**src/rtl/kw_stream_pkg.sv**
```systemverilog
// Shared definitions for the KW credit-based stream link (transmitter, receiver FIFO and
// later credit-aware blocks).
package kw_stream_pkg;

    localparam int ERR_PULSE  = 0;
    localparam int ERR_STICKY = 1;

    // Bits needed to hold a credit count from 0 up to n inclusive.
    function automatic int credit_width(input int n);
        return $clog2(n + 1);
    endfunction

endpackage

```
**src/rtl/kw_credit_counter.sv**
```systemverilog
// Credit counter: starts full, decrements on take, increments on give, saturates at CREDITS and
// flags a give that would overflow.
module kw_credit_counter
    import kw_stream_pkg::*;
#(
    parameter int CREDITS  = 32,
    parameter int ERR_MODE = ERR_STICKY,
    localparam int CW      = credit_width(CREDITS)
) (
    input  logic          clock,
    input  logic          reset,
    input  logic          take,
    input  logic          give,
    output logic [CW-1:0] count,
    output logic          nonzero,
    output logic          err
);

    localparam logic [CW-1:0] FULL = CW'(CREDITS);

    logic overflow;

    assign nonzero  = (count != '0);
    // A lone give at full means the receiver returned more credits than it was ever sent.
    assign overflow = give && !take && (count == FULL);

    always_ff @(posedge clock) begin
        if (reset) begin
            count <= FULL;
            err   <= 1'b0;
        end else begin
            if (take && !give) begin
                count <= count - CW'(1);
            end else if (give && !take && !overflow) begin
                count <= count + CW'(1);
            end
            if (ERR_MODE == ERR_STICKY) begin
                err <= err | overflow;
            end else begin
                err <= overflow;
            end
        end
    end

endmodule

```
**src/rtl/kw_stream_credit_tx.sv**
```systemverilog
// Transmit end of the credit-based stream link: turns a ready/valid stream into registered
// valid-only beats, pacing them by the credits the remote receiver FIFO returns.
module kw_stream_credit_tx
    import kw_stream_pkg::*;
#(
    parameter int DATA_WIDTH = 16,
    parameter int CREDITS    = 32,
    parameter int ERR_MODE   = ERR_STICKY,
    localparam int CW        = credit_width(CREDITS)
) (
    input  logic                  clock,
    input  logic                  reset,
    input  logic                  i_valid,
    output logic                  i_ready,
    input  logic [DATA_WIDTH-1:0] i_data,
    output logic                  o_valid,
    output logic [DATA_WIDTH-1:0] o_data,
    input  logic                  credit_ret,
    output logic [CW-1:0]         credit_count,
    output logic                  err
);

    // Upstream handshake: a word transfers on a rising edge where i_valid && i_ready; i_ready
    // depends only on the registered credit count (and reset), never on i_valid or credit_ret.
    logic nonzero;
    logic accept;

    assign i_ready = nonzero && !reset;
    assign accept  = i_valid && i_ready;

    kw_credit_counter #(
        .CREDITS  (CREDITS),
        .ERR_MODE (ERR_MODE)
    ) u_credits (
        .clock   (clock),
        .reset   (reset),
        .take    (accept),
        .give    (credit_ret),
        .count   (credit_count),
        .nonzero (nonzero),
        .err     (err)
    );

    // o_data only loads on accept so it stays quiet between beats.
    always_ff @(posedge clock) begin
        if (reset) begin
            o_valid <= 1'b0;
            o_data  <= '0;
        end else begin
            o_valid <= accept;
            if (accept) begin
                o_data <= i_data;
            end
        end
    end

endmodule

```
**config.mk**
```make
export PLATFORM = sky130hd
export DESIGN_NAME = kw_stream_credit_tx
export DESIGN_NICKNAME = d
export VERILOG_FILES = /design/src/rtl/kw_stream_pkg.sv /design/src/rtl/kw_credit_counter.sv /design/src/rtl/kw_stream_credit_tx.sv
export SDC_FILE = /design/constraint.sdc
export NUM_CORES = 1
export LEC_CHECK = 0
export ABC_AREA = 0
export CAP_MARGIN = 20
export CORE_UTILIZATION = 60
export DETAILED_ROUTE_END_ITERATION = 6
export DONT_BUFFER_PORTS = 1
export PLACE_DENSITY = 0.83
export SETUP_SLACK_MARGIN = 0.5
export SLEW_MARGIN = 20
export SYNTH_ARGS = -nofsm -noshare
export SYNTH_HDL_FRONTEND = slang
export SYNTH_SLANG_ARGS = --single-unit
```
**constraint.sdc**
```tcl
create_clock -name clock -period 3.9 [get_ports clock]
set_input_delay 0.78 -clock clock [delete_from_list [all_inputs] [get_ports clock]]
set_output_delay 0.78 -clock clock [all_outputs]
set_load 0.01 [all_outputs]
```
* Yosys cells after proc, flatten, opt, wreduce, memory -nomap -nowiden *
Index checks and enable logic that the tools add are counted.
W data, S select, Z words.

word-level totals
  register bits after elaboration = 24
  bits of input ports = 20
  word-level logic and storage cells = 22

operators by class
  add/sub/neg operators = 2
  equal/unequal tests = 1
  mux-type cells = 2
  bitwise operators = 1
  reduce and logical (&&, ||, !) cells = 12

operators with widths
  operator               number
  $mux W6                2
  $add A6 B1 Y6 const B  1
  $eq A6 B6 Y1 const B   1
  $logic_and A1 B1 Y1    6
  $reduce_bool A6 Y1     1
  $sub A6 B1 Y6 const B  1
  $logic_not A1 Y1       4
  $reduce_bool A2 Y1     1
  $or A1 B1 Y1           1

* Longest topological paths before layout *
  depth in word-level cells = 10
  depth in mapped cells = 10

* By module *
A second synthesis with hierarchy kept.

unflattened totals
  cells, all modules = 129
  area, all modules = 1258.7 sq um

by module, submodules not included
  module               instances  cells an instance  area each (sq um)
  kw_stream_credit_tx  1          78                 812.0
  kw_credit_counter    1          51                 446.7

* Least setup slack after synthesis *
Ideal clock, no wire load.

  path kind = input-to-reg
  from = input port reset
  to = register u_credits.count[5]
  setup time = 0.122 ns
  arrival = 2.863 ns
  setup slack = 0.915 ns
  stages = 10
  cell sequence = nand2b_1 > a21oi_2 > nand2b_1 > inv_1 > ha_1 > and3_1 > a2111oi_4 > nand2b_1 > a21oi_1 > a311o_1

on the way
  word-level cells in the longest chain between the ends = 9
  elaborated cells between the ends (all ways) = 11
  classes of those cells = mux: 1; reduce/logical: 10

ends and longest elaborated chain
  item                                 RTL line                                          source
  from (decl)                          kw_stream_credit_tx.sv:12                         input logic reset,
  $logic_not A1 Y1                     kw_stream_credit_tx.sv:28                         assign i_ready = nonzero && !reset;
  $logic_and A1 B1 Y1                  kw_stream_credit_tx.sv:28
  $logic_and A1 B1 Y1                  kw_stream_credit_tx.sv:29                         assign accept = i_valid && i_ready;
  $logic_not A1 Y1                     kw_credit_counter.sv:25, kw_credit_counter.sv:34
  $logic_and A1 B1 Y1                  kw_credit_counter.sv:25, kw_credit_counter.sv:34
  $logic_and A1 B1 Y1                  kw_credit_counter.sv:25                           assign overflow = give && !take && (count == FULL);
  $logic_not A1 Y1                     kw_credit_counter.sv:34                           end else if (give && !take && !overflow) begin
  $logic_and A1 B1 Y1                  kw_credit_counter.sv:34
  $reduce_bool A2 Y1 (no source line)  n/a
  to (signal assigned)                 kw_credit_counter.sv:33                           count <= count - CW'(1);
  to (signal assigned)                 kw_credit_counter.sv:35                           count <= count + CW'(1);
  to (decl)                            kw_credit_counter.sv:14                           output logic [CW-1:0] count,

Several ways; a longest one is shown, not always the timed one.
A chain may end at the register's enable or synchronous reset.

* Worst setup path after layout *
  from = register u_credits.count[0]
  to = register u_credits.count[5]

on the way
  word-level cells in the longest chain between the ends = 9
  elaborated cells between the ends (all ways) = 15
  classes of those cells = add/sub: 2; eq/ne: 1; mux: 2; reduce/logical: 10

ends and longest elaborated chain
  item
  parallel branches: the longest is 9 deep, another holds $add A6 B1 Y6

Parallel ways; which one is timed is not known. The select of a mux whose other input is x is not followed.

==> results.sh <==
export IMPL_outcome="finished, final reports clean"
export IMPL_place_congestion=0.843
export IMPL_drive_gt1_share_pct=10.8
export IMPL_min_period_over_period_pct=73.4
export IMPL_setup_viol=0
export IMPL_cts_tree="yes"
export IMPL_swShare_pct=31.5
export IMPL_row_count=15
export IMPL_fillers=135
export IMPL_die_height_um=46.3
export IMPL_post_cts_resized=0
export IMPL_synth_top_area_cell="dfxtp_1"
export IMPL_synth_top_area_share_pct=40.9
export IMPL_hold_viol_final=0
export IMPL_die_w_um=46.3
export IMPL_place_hpwl_um=1650
export IMPL_antenna_found_initial=0
export IMPL_synthTopCellsByArea="dfxtp_1, nand2b_1, o21ai_0"
export IMPL_maxSlewViolCount=0
export IMPL_wl_um=2180
export IMPL_cts_sinks=24
export IMPL_synth_area_um2=1180
export IMPL_max_vdd_ir_drop_uv=324
export IMPL_grt_max_degree=35
export IMPL_synth_most_common_cell="dfxtp_1"
export IMPL_pwr_share_seq_pct=54.1
export IMPL_crit_arrival_ns=3.08
export IMPL_async_reset_ff_share_pct=0
export IMPL_synth_cell_type_count=30
export IMPL_grt_setup_unrepaired="no"
export IMPL_worst_skew_pair_late_latency_ns=0.31
export IMPL_clockBufferDepth=2
export IMPL_grt_use_total_pct=21.7
export IMPL_maxCapViolations=0
export IMPL_final_nets=156
export IMPL_synth_edf_count=0
export IMPL_insertedDiodeCount=0
export IMPL_coreArea_um2=1780
export IMPL_relSlewSlack_pct=71.4
export IMPL_syn_inst=130
export IMPL_required_ns=4.12
export IMPL_dpl_cell_area_um2=1200
export IMPL_cp_max_fo=5
export IMPL_ant_nets=0
export IMPL_start_kind="flop"
export IMPL_power_density_nw_per_um2=468
export IMPL_ys_ff_latch=24
export IMPL_p_switching_w=0.000182
export IMPL_p_total_w=0.000577
export IMPL_crit_type="reg -> reg"
export IMPL_p_comb_share_pct=24.1
export IMPL_clock_skew_ns=0.0115
export IMPL_fmax_ghz=0.349
export IMPL_drt_pass1_iterations=4
export IMPL_cts_inserted_buffers=3
export IMPL_via_count=868
export IMPL_hold_class="in -> reg"
export IMPL_p_int_w=0.000396
export IMPL_syn_nets=155
export IMPL_ys_top_cells_by_count="dfxtp_1, nand2b_1, nand2_1"
export IMPL_clock_root_buffer="clkbuf_4"
export IMPL_cts_clk_slew_worst_paths_ns=0.13
export IMPL_start_util_pct=66.0
export IMPL_grt_pass1_vias=812
export IMPL_grt_first_pass_wirelength_um=3300
export IMPL_syn_avg_cell_area_um2=9.05
export IMPL_cts_hold_buf=0
export IMPL_cp_end_kind="flop"
export IMPL_synth_ff_type="dfxtp_1"
export IMPL_design_area_um2=1230
export IMPL_grt_ovfl_total=0
export IMPL_avgViaCountPerCell=5.60
export IMPL_port_buffers=0
export IMPL_die_area_um2=2140
export IMPL_power_share_clock_pct=21.9
export IMPL_worst_pin_slew_ns=0.426
export IMPL_drc=0
export IMPL_routedWlPerCell_um=14.1
export IMPL_fin_crit_ns=2.86
export IMPL_ys_warn_count=0
export IMPL_cts_setup_buffers=0
export IMPL_ioPinCount=45
export IMPL_syn_to_final_growth_pct=4.79
export IMPL_drtIter0Drc=16
export IMPL_cts_htree_levels=1
export IMPL_fin_setup_tns_ns=0
export IMPL_ys_seq_area_share_pct=40.9
export IMPL_leakage_nw=0.483
## sequential cells by signal, summed over array words and instances, names as in the netlist
name             flops
u_credits.err        1
o_data              16
o_valid              1
u_credits.count      6
## metrics by stage
step / util [%] / setup WS [ns] / hold slack [ns] / cells
after floorplan: - / 0.915 / 0.492 / 130
after global placement: 67.1 / 1.03 / 0.505 / 151
after detailed placement: 67.1 / 0.913 / 0.512 / 151
after CTS: 69.1 / 1.07 / 0.515 / 155
after global routing: 69.1 / 0.892 / 0.495 / 155
final: 69.1 / 1.04 / 0.517 / 155
## layer usage
| metal | GRT usage, % | vias up | part of all wire, % |
|---|---|---|---|
| li1 | - | 437 | - |
| met1 | 24.5 | 389 | 43 |
| met2 | 37.5 | 40 | 49 |
| met3 | 9.02 | 2 | 7.1 |
| met4 | 5.29 | 0 | 0.14 |
| met5 | 0 | - | 0 |
## final timing paths
path	start	end	slack [ns]	cells after the start
worst min-delay path	reset	u_credits.err$_SDFF_PP0_	0.52	1
worst max-delay path	u_credits.count[0]$_SDFFE_PP0P_	u_credits.count[5]$_SDFFE_PP1P_	1.04	10
worst min register to register	o_data[3]$_SDFFE_PP0N_	o_data[3]$_SDFFE_PP0N_	0.53	2
worst max register to register	u_credits.count[0]$_SDFFE_PP0P_	u_credits.count[5]$_SDFFE_PP1P_	1.04	10
## critical path: stages (launching register included)
cell       delay [ns]
dfxtp_1          0.40
nor4_2           0.47
a21oi_2          0.12
nand2b_1         0.13
inv_1            0.10
ha_1             0.35
and3_1           0.22
a2111oi_4        0.43
nand2b_1         0.18
a21oi_1          0.07
a311o_1          0.31
## cell usage in the layout (no fill, tap or decap), types with 2 or more instances in the layout
cell type / synthesis / layout
a21oi_1: 4 / 4
nand2_1: 18 / 18
dfxtp_1: 24 / 24
ha_1: 4 / 4
and3_1: 2 / 2
mux2i_1: 3 / 3
nor2_1: 8 / 8
nor2b_1: 3 / 3
o21ai_0: 16 / 16
clkbuf_4: 0 / 3
xnor2_1: 3 / 3
nand2b_1: 20 / 20
inv_1: 3 / 3
## power by group through the flow
stage               Clock (W)  Sequential (W)  Combinational (W)
floorplan                   0        0.000311           0.000120
global placement            0        0.000317           0.000131
detailed placement          0        0.000319           0.000138
CTS                  0.000129        0.000313           0.000139
global route         0.000140        0.000318           0.000156
finish               0.000126        0.000312           0.000139
## cells by family after synthesis
kind of cell,count (synthesis),share of synthesized area [%]
compound gates,30,19.8
fa+ha+maj,5,5.96
mux,3,2.55
flops,24,40.9
xor+xnor,4,2.98
simple gates,56,25.3
buf+inv,8,2.55
## final cells by class
class,instances,area (µm²),share of cell area [%]
Sequential cell,24,480,39.0
Multi-Input combinational cell,98,666,54.0
Timing Repair Buffer,1,7.51,0.609
Tap cell,25,31.3,2.54
Inverter,3,11.3,0.914
Clock buffer,4,36.3,2.94
No activity file was read; power rests on OpenSTA's default activity.
